### src/rtl/mem_bus_arbiter_if.sv
// Bus bundle between the two requesters, the arbiter and the memory port.
// The arbiter uses the slave view; the requesters and memory model use the master view.
interface mem_bus_arbiter_if;
  logic        cpu_req;
  logic        cpu_we;
  logic        cpu_lock;
  logic [15:0] cpu_addr;
  logic [7:0]  cpu_wdata;
  logic        cpu_ack;
  logic [7:0]  cpu_rdata;

  logic        dma_req;
  logic        dma_we;
  logic        dma_lock;
  logic [15:0] dma_addr;
  logic [7:0]  dma_wdata;
  logic        dma_ack;
  logic [7:0]  dma_rdata;

  logic        mem_ce;
  logic        mem_r;
  logic        mem_w;
  logic [15:0] mem_addr;
  logic [7:0]  mem_wdata;
  logic [7:0]  mem_rdata;

  logic        busy;
  logic        owner;

  modport slave (
    input  cpu_req, cpu_we, cpu_lock, cpu_addr, cpu_wdata,
    output cpu_ack, cpu_rdata,
    input  dma_req, dma_we, dma_lock, dma_addr, dma_wdata,
    output dma_ack, dma_rdata,
    output mem_ce, mem_r, mem_w, mem_addr, mem_wdata,
    input  mem_rdata,
    output busy, owner
  );

  modport master (
    output cpu_req, cpu_we, cpu_lock, cpu_addr, cpu_wdata,
    input  cpu_ack, cpu_rdata,
    output dma_req, dma_we, dma_lock, dma_addr, dma_wdata,
    input  dma_ack, dma_rdata,
    input  mem_ce, mem_r, mem_w, mem_addr, mem_wdata,
    output mem_rdata,
    input  busy, owner
  );
endinterface

### src/rtl/mem_bus_arbiter.sv
// Two-port (CPU / DMA) arbiter in front of a single memory port, one transaction
// at a time, with round-robin or fixed priority and a bounded ownership lock.
module mem_bus_arbiter #(
  parameter int RD_LAT   = 1,
  parameter int CPU_PRIO = 0,
  parameter int MAX_LOCK = 4
) (
  input  logic             clk,
  input  logic             rst,
  mem_bus_arbiter_if.slave bus
);

  typedef enum logic [1:0] {
    ST_IDLE  = 2'd0,
    ST_ISSUE = 2'd1,
    ST_WAIT  = 2'd2,
    ST_ACK   = 2'd3
  } state_t;

  localparam logic [2:0] WAIT_INIT = 3'(RD_LAT - 1);
  localparam logic [3:0] LOCK_MAX  = 4'(MAX_LOCK);
  localparam bit         CPU_WINS  = (CPU_PRIO != 0);

  state_t      state_r;
  state_t      state_nxt_s;
  logic        we_r;
  logic        we_nxt_s;
  logic [15:0] addr_r;
  logic [15:0] addr_nxt_s;
  logic [7:0]  wdata_r;
  logic [7:0]  wdata_nxt_s;
  logic        owner_r;
  logic        owner_nxt_s;
  logic        last_grant_r;
  logic        last_grant_nxt_s;
  logic        lock_r;
  logic        lock_nxt_s;
  logic [3:0]  lock_cnt_r;
  logic [3:0]  lock_cnt_nxt_s;
  logic [2:0]  wait_cnt_r;
  logic [2:0]  wait_cnt_nxt_s;
  logic        rd_cap_s;

  logic        own_req_s;
  logic        oth_req_s;
  logic        own_lock_s;
  logic        keep_lock_s;
  logic        win_s;

  logic        mem_ce_r;
  logic        mem_rd_r;
  logic        mem_wr_r;
  logic        cpu_ack_r;
  logic        dma_ack_r;
  logic [7:0]  cpu_rdata_r;
  logic [7:0]  dma_rdata_r;
  logic        busy_r;

  logic        mem_ce_nxt_s;
  logic        mem_rd_nxt_s;
  logic        mem_wr_nxt_s;
  logic        cpu_ack_nxt_s;
  logic        dma_ack_nxt_s;
  logic [7:0]  cpu_rdata_nxt_s;
  logic [7:0]  dma_rdata_nxt_s;
  logic        busy_nxt_s;

  // State, captured transaction and arbitration bookkeeping registers
  always_ff @(posedge clk) begin
    if (!rst) begin
      state_r      <= ST_IDLE;
      we_r         <= 1'b0;
      addr_r       <= 16'h0000;
      wdata_r      <= 8'h00;
      owner_r      <= 1'b0;
      last_grant_r <= 1'b1;
      lock_r       <= 1'b0;
      lock_cnt_r   <= 4'd0;
      wait_cnt_r   <= 3'd0;
    end else begin
      state_r      <= state_nxt_s;
      we_r         <= we_nxt_s;
      addr_r       <= addr_nxt_s;
      wdata_r      <= wdata_nxt_s;
      owner_r      <= owner_nxt_s;
      last_grant_r <= last_grant_nxt_s;
      lock_r       <= lock_nxt_s;
      lock_cnt_r   <= lock_cnt_nxt_s;
      wait_cnt_r   <= wait_cnt_nxt_s;
    end
  end

  // Next-state, winner selection and transaction capture
  always_comb begin
    state_nxt_s      = state_r;
    we_nxt_s         = we_r;
    addr_nxt_s       = addr_r;
    wdata_nxt_s      = wdata_r;
    owner_nxt_s      = owner_r;
    last_grant_nxt_s = last_grant_r;
    lock_nxt_s       = lock_r;
    lock_cnt_nxt_s   = lock_cnt_r;
    wait_cnt_nxt_s   = wait_cnt_r;
    rd_cap_s         = 1'b0;
    win_s            = owner_r;

    own_req_s   = owner_r ? bus.dma_req  : bus.cpu_req;
    oth_req_s   = owner_r ? bus.cpu_req  : bus.dma_req;
    own_lock_s  = owner_r ? bus.dma_lock : bus.cpu_lock;
    // The lock holder keeps the bus until it stops asking or has starved the other port long enough
    keep_lock_s = lock_r && own_req_s && ((lock_cnt_r < LOCK_MAX) || !oth_req_s);

    case (state_r)
      ST_IDLE: begin
        if (bus.cpu_req || bus.dma_req) begin
          if (keep_lock_s) begin
            win_s = owner_r;
            if (lock_cnt_r < LOCK_MAX) begin
              lock_cnt_nxt_s = lock_cnt_r + 4'd1;
            end else begin
              lock_cnt_nxt_s = lock_cnt_r;
            end
          end else begin
            lock_nxt_s     = 1'b0;
            lock_cnt_nxt_s = 4'd0;
            if (bus.cpu_req && bus.dma_req) begin
              win_s = CPU_WINS ? 1'b0 : ~last_grant_r;
            end else begin
              win_s = bus.dma_req;
            end
          end
          owner_nxt_s = win_s;
          we_nxt_s    = win_s ? bus.dma_we    : bus.cpu_we;
          addr_nxt_s  = win_s ? bus.dma_addr  : bus.cpu_addr;
          wdata_nxt_s = win_s ? bus.dma_wdata : bus.cpu_wdata;
          state_nxt_s = ST_ISSUE;
        end else begin
          state_nxt_s = ST_IDLE;
        end
      end
      ST_ISSUE: begin
        if (we_r) begin
          state_nxt_s = ST_ACK;
        end else begin
          wait_cnt_nxt_s = WAIT_INIT;
          state_nxt_s    = ST_WAIT;
        end
      end
      ST_WAIT: begin
        if (wait_cnt_r == 3'd0) begin
          rd_cap_s    = 1'b1;
          state_nxt_s = ST_ACK;
        end else begin
          wait_cnt_nxt_s = wait_cnt_r - 3'd1;
          state_nxt_s    = ST_WAIT;
        end
      end
      ST_ACK: begin
        if (own_lock_s) begin
          lock_nxt_s = 1'b1;
        end else begin
          lock_nxt_s     = 1'b0;
          lock_cnt_nxt_s = 4'd0;
        end
        last_grant_nxt_s = owner_r;
        state_nxt_s      = ST_IDLE;
      end
      default: begin
        state_nxt_s = ST_IDLE;
      end
    endcase
  end

  // Output values for the coming cycle, derived from the next state so the registers line up with it
  always_comb begin
    mem_ce_nxt_s    = (state_nxt_s == ST_ISSUE) || (state_nxt_s == ST_WAIT);
    mem_rd_nxt_s    = (state_nxt_s == ST_ISSUE) && !we_nxt_s;
    mem_wr_nxt_s    = (state_nxt_s == ST_ISSUE) && we_nxt_s;
    cpu_ack_nxt_s   = (state_nxt_s == ST_ACK) && !owner_nxt_s;
    dma_ack_nxt_s   = (state_nxt_s == ST_ACK) && owner_nxt_s;
    busy_nxt_s      = (state_nxt_s != ST_IDLE);
    cpu_rdata_nxt_s = cpu_rdata_r;
    dma_rdata_nxt_s = dma_rdata_r;
    if (rd_cap_s && owner_r) begin
      dma_rdata_nxt_s = bus.mem_rdata;
    end else if (rd_cap_s) begin
      cpu_rdata_nxt_s = bus.mem_rdata;
    end else begin
      cpu_rdata_nxt_s = cpu_rdata_r;
      dma_rdata_nxt_s = dma_rdata_r;
    end
  end

  // Output registers
  always_ff @(posedge clk) begin
    if (!rst) begin
      mem_ce_r    <= 1'b0;
      mem_rd_r    <= 1'b0;
      mem_wr_r    <= 1'b0;
      cpu_ack_r   <= 1'b0;
      dma_ack_r   <= 1'b0;
      cpu_rdata_r <= 8'h00;
      dma_rdata_r <= 8'h00;
      busy_r      <= 1'b0;
    end else begin
      mem_ce_r    <= mem_ce_nxt_s;
      mem_rd_r    <= mem_rd_nxt_s;
      mem_wr_r    <= mem_wr_nxt_s;
      cpu_ack_r   <= cpu_ack_nxt_s;
      dma_ack_r   <= dma_ack_nxt_s;
      cpu_rdata_r <= cpu_rdata_nxt_s;
      dma_rdata_r <= dma_rdata_nxt_s;
      busy_r      <= busy_nxt_s;
    end
  end

  assign bus.mem_ce    = mem_ce_r;
  assign bus.mem_r     = mem_rd_r;
  assign bus.mem_w     = mem_wr_r;
  assign bus.mem_addr  = addr_r;
  assign bus.mem_wdata = wdata_r;
  assign bus.cpu_ack   = cpu_ack_r;
  assign bus.dma_ack   = dma_ack_r;
  assign bus.cpu_rdata = cpu_rdata_r;
  assign bus.dma_rdata = dma_rdata_r;
  assign bus.busy      = busy_r;
  assign bus.owner     = owner_r;

endmodule

### src/flat_wrapper.sv
// flat-port wrapper written by rule: the top's interface ports become plain ports
module mem_bus_arbiter_flat 
#(
  parameter int RD_LAT   = 1,
  parameter int CPU_PRIO = 0,
  parameter int MAX_LOCK = 4
)
  (clk, rst, bus_cpu_req, bus_cpu_we, bus_cpu_lock, bus_cpu_addr, bus_cpu_wdata, bus_cpu_ack, bus_cpu_rdata, bus_dma_req, bus_dma_we, bus_dma_lock, bus_dma_addr, bus_dma_wdata, bus_dma_ack, bus_dma_rdata, bus_mem_ce, bus_mem_r, bus_mem_w, bus_mem_addr, bus_mem_wdata, bus_mem_rdata, bus_busy, bus_owner);
  mem_bus_arbiter_if bus_i ();
  input  logic clk;
  input  logic rst;
  input wire logic [$bits(bus_i.cpu_req)-1:0] bus_cpu_req;
  input wire logic [$bits(bus_i.cpu_we)-1:0] bus_cpu_we;
  input wire logic [$bits(bus_i.cpu_lock)-1:0] bus_cpu_lock;
  input wire logic [$bits(bus_i.cpu_addr)-1:0] bus_cpu_addr;
  input wire logic [$bits(bus_i.cpu_wdata)-1:0] bus_cpu_wdata;
  output wire logic [$bits(bus_i.cpu_ack)-1:0] bus_cpu_ack;
  output wire logic [$bits(bus_i.cpu_rdata)-1:0] bus_cpu_rdata;
  input wire logic [$bits(bus_i.dma_req)-1:0] bus_dma_req;
  input wire logic [$bits(bus_i.dma_we)-1:0] bus_dma_we;
  input wire logic [$bits(bus_i.dma_lock)-1:0] bus_dma_lock;
  input wire logic [$bits(bus_i.dma_addr)-1:0] bus_dma_addr;
  input wire logic [$bits(bus_i.dma_wdata)-1:0] bus_dma_wdata;
  output wire logic [$bits(bus_i.dma_ack)-1:0] bus_dma_ack;
  output wire logic [$bits(bus_i.dma_rdata)-1:0] bus_dma_rdata;
  output wire logic [$bits(bus_i.mem_ce)-1:0] bus_mem_ce;
  output wire logic [$bits(bus_i.mem_r)-1:0] bus_mem_r;
  output wire logic [$bits(bus_i.mem_w)-1:0] bus_mem_w;
  output wire logic [$bits(bus_i.mem_addr)-1:0] bus_mem_addr;
  output wire logic [$bits(bus_i.mem_wdata)-1:0] bus_mem_wdata;
  input wire logic [$bits(bus_i.mem_rdata)-1:0] bus_mem_rdata;
  output wire logic [$bits(bus_i.busy)-1:0] bus_busy;
  output wire logic [$bits(bus_i.owner)-1:0] bus_owner;
  assign bus_i.cpu_req = bus_cpu_req;
  assign bus_i.cpu_we = bus_cpu_we;
  assign bus_i.cpu_lock = bus_cpu_lock;
  assign bus_i.cpu_addr = bus_cpu_addr;
  assign bus_i.cpu_wdata = bus_cpu_wdata;
  assign bus_cpu_ack = bus_i.cpu_ack;
  assign bus_cpu_rdata = bus_i.cpu_rdata;
  assign bus_i.dma_req = bus_dma_req;
  assign bus_i.dma_we = bus_dma_we;
  assign bus_i.dma_lock = bus_dma_lock;
  assign bus_i.dma_addr = bus_dma_addr;
  assign bus_i.dma_wdata = bus_dma_wdata;
  assign bus_dma_ack = bus_i.dma_ack;
  assign bus_dma_rdata = bus_i.dma_rdata;
  assign bus_mem_ce = bus_i.mem_ce;
  assign bus_mem_r = bus_i.mem_r;
  assign bus_mem_w = bus_i.mem_w;
  assign bus_mem_addr = bus_i.mem_addr;
  assign bus_mem_wdata = bus_i.mem_wdata;
  assign bus_i.mem_rdata = bus_mem_rdata;
  assign bus_busy = bus_i.busy;
  assign bus_owner = bus_i.owner;
  mem_bus_arbiter #(.RD_LAT(RD_LAT), .CPU_PRIO(CPU_PRIO), .MAX_LOCK(MAX_LOCK)) u_core (.clk(clk), .rst(rst), .bus(bus_i));
endmodule
### config.mk
export PLATFORM = sky130hd
export DESIGN_NAME = mem_bus_arbiter_flat
export DESIGN_NICKNAME = d
export VERILOG_FILES = /design/src/rtl/mem_bus_arbiter_if.sv /design/src/rtl/mem_bus_arbiter.sv /design/src/flat_wrapper.sv
export SDC_FILE = /design/constraint.sdc
export NUM_CORES = 1
export LEC_CHECK = 0
export BUFFER_PORTS_ARGS = -buffer_cell sky130_fd_sc_hd__buf_2
export CAP_MARGIN = 20
export CORE_MARGIN = 5
export CORE_UTILIZATION = 40
export DETAILED_ROUTE_END_ITERATION = 12
export PLACE_DENSITY = 0.71
export REMOVE_ABC_BUFFERS = 1
export SLEW_MARGIN = 20
export SYNTH_ARGS = -nofsm -noshare
export SYNTH_HDL_FRONTEND = slang
export SYNTH_SLANG_ARGS = --single-unit
### constraint.sdc
create_clock -name clk -period 1.7 [get_ports clk]
set_input_delay 0.17 -clock clk [delete_from_list [all_inputs] [get_ports clk]]
set_output_delay 0.17 -clock clk [all_outputs]
set_load 0.05 [all_outputs]
==> results.toml, run 1 <==
[timing]
fin_crit_ps = 1620
fin_skew_ps = 7.38
drv_slew = 0
slew_headroom = 0.392
setup_viol = 0
tightest_slew_ps = 911
fmax_mhz = 619
final-hold-violation-count = 0
rsz0062_at_grt = "false"
finalCritPeriodShare = 0.950

[run]
maxCapViolCount = 0

[placed_design]
dp.cells = 510
portBuffers = 110
dp_hpwl_um = 5620
postPlaceCellArea_um2 = 3450
gp_congestion = 0.781

[worst_hold_path]
holdCritPathClass = "primary input to register"

[critical_path]
crit_end = "u_core.bus.mem_addr[0]$_SDFFE_PN0P_"
cp-start-kind = "register"
critical-path-top-delay-family = "multiplexers"
cpPeakStageDelay_ps = 370
cp_num_buf_inv = 1
cp_slowest_cell = "mux2_4"
worst_ep_required_time_ps = 1920
critical_path_cell_count = 5
worstPathCellList = "nor3b_4, mux2_4, buf_4, o21ai_0, a31oi_1"
cp-startpoint = "u_core.lock_cnt_r[3]$_SDFFE_PN0P_"
rrSetupSlack_ps = 80
cp.arrival_ps = 1840
r2r_end = "u_core.bus.mem_addr[0]$_SDFFE_PN0P_"
crit_fanout = 21
r2r_start = "u_core.lock_cnt_r[3]$_SDFFE_PN0P_"
worstSetupPathType = "register to register"
cp-end-kind = "register"
reg2regPathDepth = 5

[routing]
routed.top_layer = "met4"
routed_via_density = 5.33
wl_per_cell_um = 14.5
ant_nets = 0
drtIter0Drc = 98
wl_met3_um = 855
drt-met1-wl_um = 3270
vias = 2806
drc_errors = 0
firstDrtPassIters = 4
wl_met2_um = 3400
routed_wirelength_um = 7620

[logic_synthesis]
synthesis.area_um2 = 2740
synth_top_area_frac = 0.431
synth_top_area_cell = "dfxtp_1"
synth_warnings = 0
yosysSeqAreaShare = 0.431
synthDistinctLibCells = 43
synth.avg_cell_area_um2 = 8.46
ys_ff_latch = 59
synth.area.top_cells = "dfxtp_1, o21ai_0, a31oi_1, ha_1, nand3_1"
synth_cells = 324
async_flop_share = 0
synth_edf_count = 0
synth_top_flop_cell = "dfxtp_1"

[floorplanning]
fp.dieH_um = 92.8
rows = 30
core-area_um2 = 6720
initial_core_util = 0.408
pin_count = 111
dieWidth_um = 92.8
dieArea_um2 = 8610

[power]
peakVddDrop_uv = 845
power_leakage_nw = 1.74
power_density_nw_per_um2 = 1450

[cts]
tritoncts = "done"
htree_levels = 3
insertion_delay_ps = 340
clk_pin_slew_ps = 70
postCtsSetupBuffers = 0
cts_buffer_depth = 2
cts-root-buf = "clkbuf_8"
cts_made_buffers = 9
clock_sinks = 59

[cells_and_area]
area_delta_synth_final_pct = 36.3
nets = 516
final_cells = 526
drive_gt1_frac = 0.363
post-route-cell-area_um2 = 3740
post-route-util = 0.556
final_common_cell = "buf_2"
diodes = 0
final_cell_mix = "buf_2, dfxtp_1, o21ai_0, nand2_1, nand3_1"

[grt]
grt_overflow_total = 0
grt_usage = 0.180
antenna_found_initial = 0
grt_max_degree = 30
grt_pass1_wl_um = 12300
grt_pass1_vias = 2738

[run_status]
status = "complete, no violations"
-- worst min-delay path by stage --
stage / startpoint / to / slack (ps) / cells past startpoint
floorplan: rst / u_core.last_grant_r$_SDFFE_PN1N_ / 230 / 1
global placement: bus_mem_rdata[1] / u_core.bus.dma_rdata[1]$_SDFFE_PN0P_ / 420 / 3
detailed placement: bus_mem_rdata[5] / u_core.bus.dma_rdata[5]$_SDFFE_PN0P_ / 430 / 3
CTS: bus_mem_rdata[0] / u_core.bus.cpu_rdata[0]$_SDFFE_PN0P_ / 60 / 3
global route: bus_mem_rdata[2] / u_core.bus.dma_rdata[2]$_SDFFE_PN0P_ / 60 / 3
finish: bus_mem_rdata[2] / u_core.bus.dma_rdata[2]$_SDFFE_PN0P_ / 80 / 3
-- cell type report --
type                            instances  area [um2]
Fill cell                             645        2980
Multi-Input combinational cell        231        1440
Sequential cell                        59        1180
Timing Repair Buffer                  129         722
Clock buffer                           10         138
Clock inverter                          6         111
Tap cell                               80         100
Inverter                               11        41.3
-- logic make-up (layout without fill, tap and decap cells) --
group,Yosys count,in the layout,synth area share
simple gates,96,96,0.178
buf+inv,34,156,0.0552
fa+ha+maj,11,11,0.0502
compound gates,110,110,0.228
mux,14,14,0.0575
flops,59,59,0.431
-- power breakdown --
part / internal [mW] / total (mW) / switching [mW] / leakage, nW
Clock: 1.02 / 1.61 / 0.594 / 0.123
Combinational: 0.624 / 2.07 / 1.44 / 1.13
Sequential: 1.62 / 1.74 / 0.114 / 0.485
Total: 3.26 / 5.41 / 2.15 / 1.74
-- registers in the layout, summed over array words and instances (netlist names), 2 cells and up --
register,cells
u_core.lock_cnt_r,4
u_core.bus.cpu_rdata,8
u_core.bus.dma_rdata,8
u_core.bus.mem_addr,16
u_core.wait_cnt_r,3
u_core.bus.mem_wdata,8
u_core.state_r,2
-- layer usage --
layer | track usage | up-vias
met1 | 0.212 | 1276
li1 | - | 1400
met4 | 0.0598 | 0
met3 | 0.0885 | 9
met2 | 0.284 | 121
met5 | 0 | -
-- Yosys cell counts (all sizes together) (2+ instances only) --
cell,number
dfxtp,59
o21ai,57
nand2,28
nand3,27
a31oi,25
nor2,19
a21oi,16
clkbuf,13
mux2i,13
ha,11
buf,10
inv,10
nor2b,4
nand4b,3
a211oi,2
and3,2
nand4,2
nor3b,2
o211ai,2
or2,2
-- worst min-delay path, cell delays in order --
cell and delay, ps:
buf_2 90, mux2i_1 60, nor2_1 70
-- what timing repair did --
item                       4_1_cts  5_1_grt
resized for setup                1       12
setup endpoints to repair        1       35
hold buffers                     0        0
pin swaps                        0        3
-- through the flow --
| stage | power (mW) | hold WS (ps) | worst slack [ps] | TNS (ps) |
|---|---|---|---|---|
| after global routing | 5.72 | 58.0 | 1.57 | 0 |
| after detailed placement | 3.78 | 426 | 6.37 | 0 |
| after global placement | 3.74 | 422 | 97.9 | 0 |
| after floorplan | 3.14 | 232 | -918 | -24870 |
| after CTS | 5.41 | 62.2 | 26.0 | 0 |
| final | 5.41 | 80.1 | 84.7 | 0 |
(Power assumes the default switching activity.)
==> run 2: changes to the inputs <==
Settings changed: CELL_PAD_IN_SITES_DETAIL_PLACEMENT set to 1, CELL_PAD_IN_SITES_GLOBAL_PLACEMENT set to 2, CORE_UTILIZATION 40 to 24, PLACE_DENSITY 0.71 to not set, PLACE_DENSITY_LB_ADDON set to 0.1.
==> results.toml, run 2 (synthesis gave the netlist of run 1 again) <==
[run_status]
status = "complete, no violations"

[cts]
clock_sinks = 59
clk_pin_slew_ps = 60
cts-root-buf = "clkbuf_16"
insertion_delay_ps = 330
cts_buffer_depth = 2
cts_made_buffers = 9
tritoncts = "done"
htree_levels = 3

[placed_design]
post-place-ws_ps = 10.8
portBuffers = 110
dp_hpwl_um = 6930
gp_congestion = 0.714
postPlaceCellArea_um2 = 3610

[routing]
drc_errors = 0
wl_met3_um = 674
routed_via_density = 4.78
ant_nets = 0
drtIter0Drc = 74
wl_per_cell_um = 16.2
routed.top_layer = "met5"
drt-met1-wl_um = 4320
vias = 2867
routed_wirelength_um = 9700
firstDrtPassIters = 4
wl_met2_um = 4540

[critical_path]
r2r_start = "u_core.lock_r$_SDFFE_PN0P_"
cp.arrival_ps = 1860
worst_ep_required_time_ps = 1920
worstSetupPathType = "register to register"
rrSetupSlack_ps = 60
r2r_end = "u_core.bus.cpu_ack$_SDFF_PN0_"
cp-end-kind = "register"
cp-start-kind = "register"
reg2regPathDepth = 4
crit_fanout = 9

[cells_and_area]
post-route-util = 0.358
largest_register_ffs = 16
final_cell_mix = "buf_2, dfxtp_1, o21ai_0, nand3_1, nand2_1"
final_common_cell = "buf_2"
diodes = 0
nets = 527
area_delta_synth_final_pct = 47.9
drive_gt1_frac = 0.392
post-route-cell-area_um2 = 4050

[floorplanning]
dieWidth_um = 117
pin_count = 111
core-area_um2 = 11300
dieArea_um2 = 13700
rows = 39
fp.dieH_um = 117
initial_core_util = 0.242

[grt]
grt_pass1_wl_um = 15200
antenna_found_initial = 1
grt_pass1_vias = 3056
grt_max_degree = 35
grt_overflow_total = 0
grt_usage = 0.143

[power]
netSwitchingFraction = 0.389
p_sw_mw = 2.35
intPower_mw = 3.69
p_seq_frac = 0.290
power_leakage_nw = 1.85
peakVddDrop_uv = 482
pwr-share-comb = 0.380
power_density_nw_per_um2 = 1490
clock_power_share = 0.331

[timing]
final-hold-violation-count = 0
tightest_slew_ps = 437
finalCritPeriodShare = 0.965
rsz0062_at_grt = "true"
setup_viol = 0
drv_slew = 0
slew_headroom = 0.706
fmax_mhz = 610
worst_slack_ps = 59.5
fin_crit_ps = 1640
fin_skew_ps = 8.33
hold_ws_ps = 88.4

[worst_hold_path]
hold_start = "bus_mem_rdata[1]"
min_path_cells = 3
holdPathEnd = "u_core.bus.cpu_rdata[1]$_SDFFE_PN0P_"
holdCritPathClass = "primary input to register"

[run]
maxCapViolCount = 0
==> run 2: worst max-delay path, cell delays in order, from the launching register on <==
cell and delay, ps:
dfxtp_1 340, nor3b_4 310, mux2_4 400, o31a_1 300, and3_1 190
==> run 2: worst max path at each step <==
stage / slack, ps / startpoint / to / depth (start not counted)
after floorplan: -920 / u_core.state_r[0]$_SDFF_PN0_ / u_core.bus.mem_r$_SDFF_PN0_ / 5
after global placement: 30 / u_core.bus.owner$_SDFF_PN0_ / u_core.bus.cpu_ack$_SDFF_PN0_ / 4
after detailed placement: 10 / u_core.bus.owner$_SDFF_PN0_ / u_core.bus.cpu_ack$_SDFF_PN0_ / 4
after CTS: -10 / u_core.wait_cnt_r[0]$_SDFFE_PN0P_ / u_core.bus.mem_w$_SDFF_PN0_ / 8
after global routing: -30 / u_core.wait_cnt_r[1]$_SDFFE_PN0P_ / u_core.bus.mem_r$_SDFF_PN0_ / 8
final: 60 / u_core.lock_r$_SDFFE_PN0P_ / u_core.bus.cpu_ack$_SDFF_PN0_ / 4
==> run 2: layout make-up <==
class	count	area (um2)
Clock buffer	9	225
Inverter	11	41.3
Clock inverter	7	100
Timing Repair Buffer	140	856
Fill cell	1356	7270
Sequential cell	59	1180
Multi-Input combinational cell	231	1470
Tap cell	143	179
==> run 2: power groups by stage <==
stage | clock (mW) | combinational [mW] | sequential [mW]
global route | 2.11 | 2.50 | 1.78
floorplan | 0 | 0.671 | 2.47
detailed placement | 0 | 2.13 | 1.78
finish | 1.99 | 2.29 | 1.75
CTS | 2.06 | 2.13 | 1.75
global placement | 0 | 2.12 | 1.77
==> run 2: metal layers <==
layer	track usage	vias up
li1	-	1425
met3	0.0442	14
met5	0	-
met2	0.237	77
met1	0.173	1349
met4	0.0528	2
==> run 2: through the flow <==
step | cells | setup TNS (ps) | power (mW)
finish | 600 | 0 | 6.03
global route | 600 | -28.9 | 6.39
CTS | 594 | -11.8 | 5.94
detailed placement | 578 | 0 | 3.90
global placement | 578 | 0 | 3.89
floorplan | 301 | -24870 | 3.14
==> run 2: timing repair <==
action                     4_1_cts  5_1_grt
gates resized for setup          0       18
gates cloned                     0        1
setup buffers                    0        5
setup endpoints to repair        2       44
hold buffers                     0        0
pin swaps                        0        5
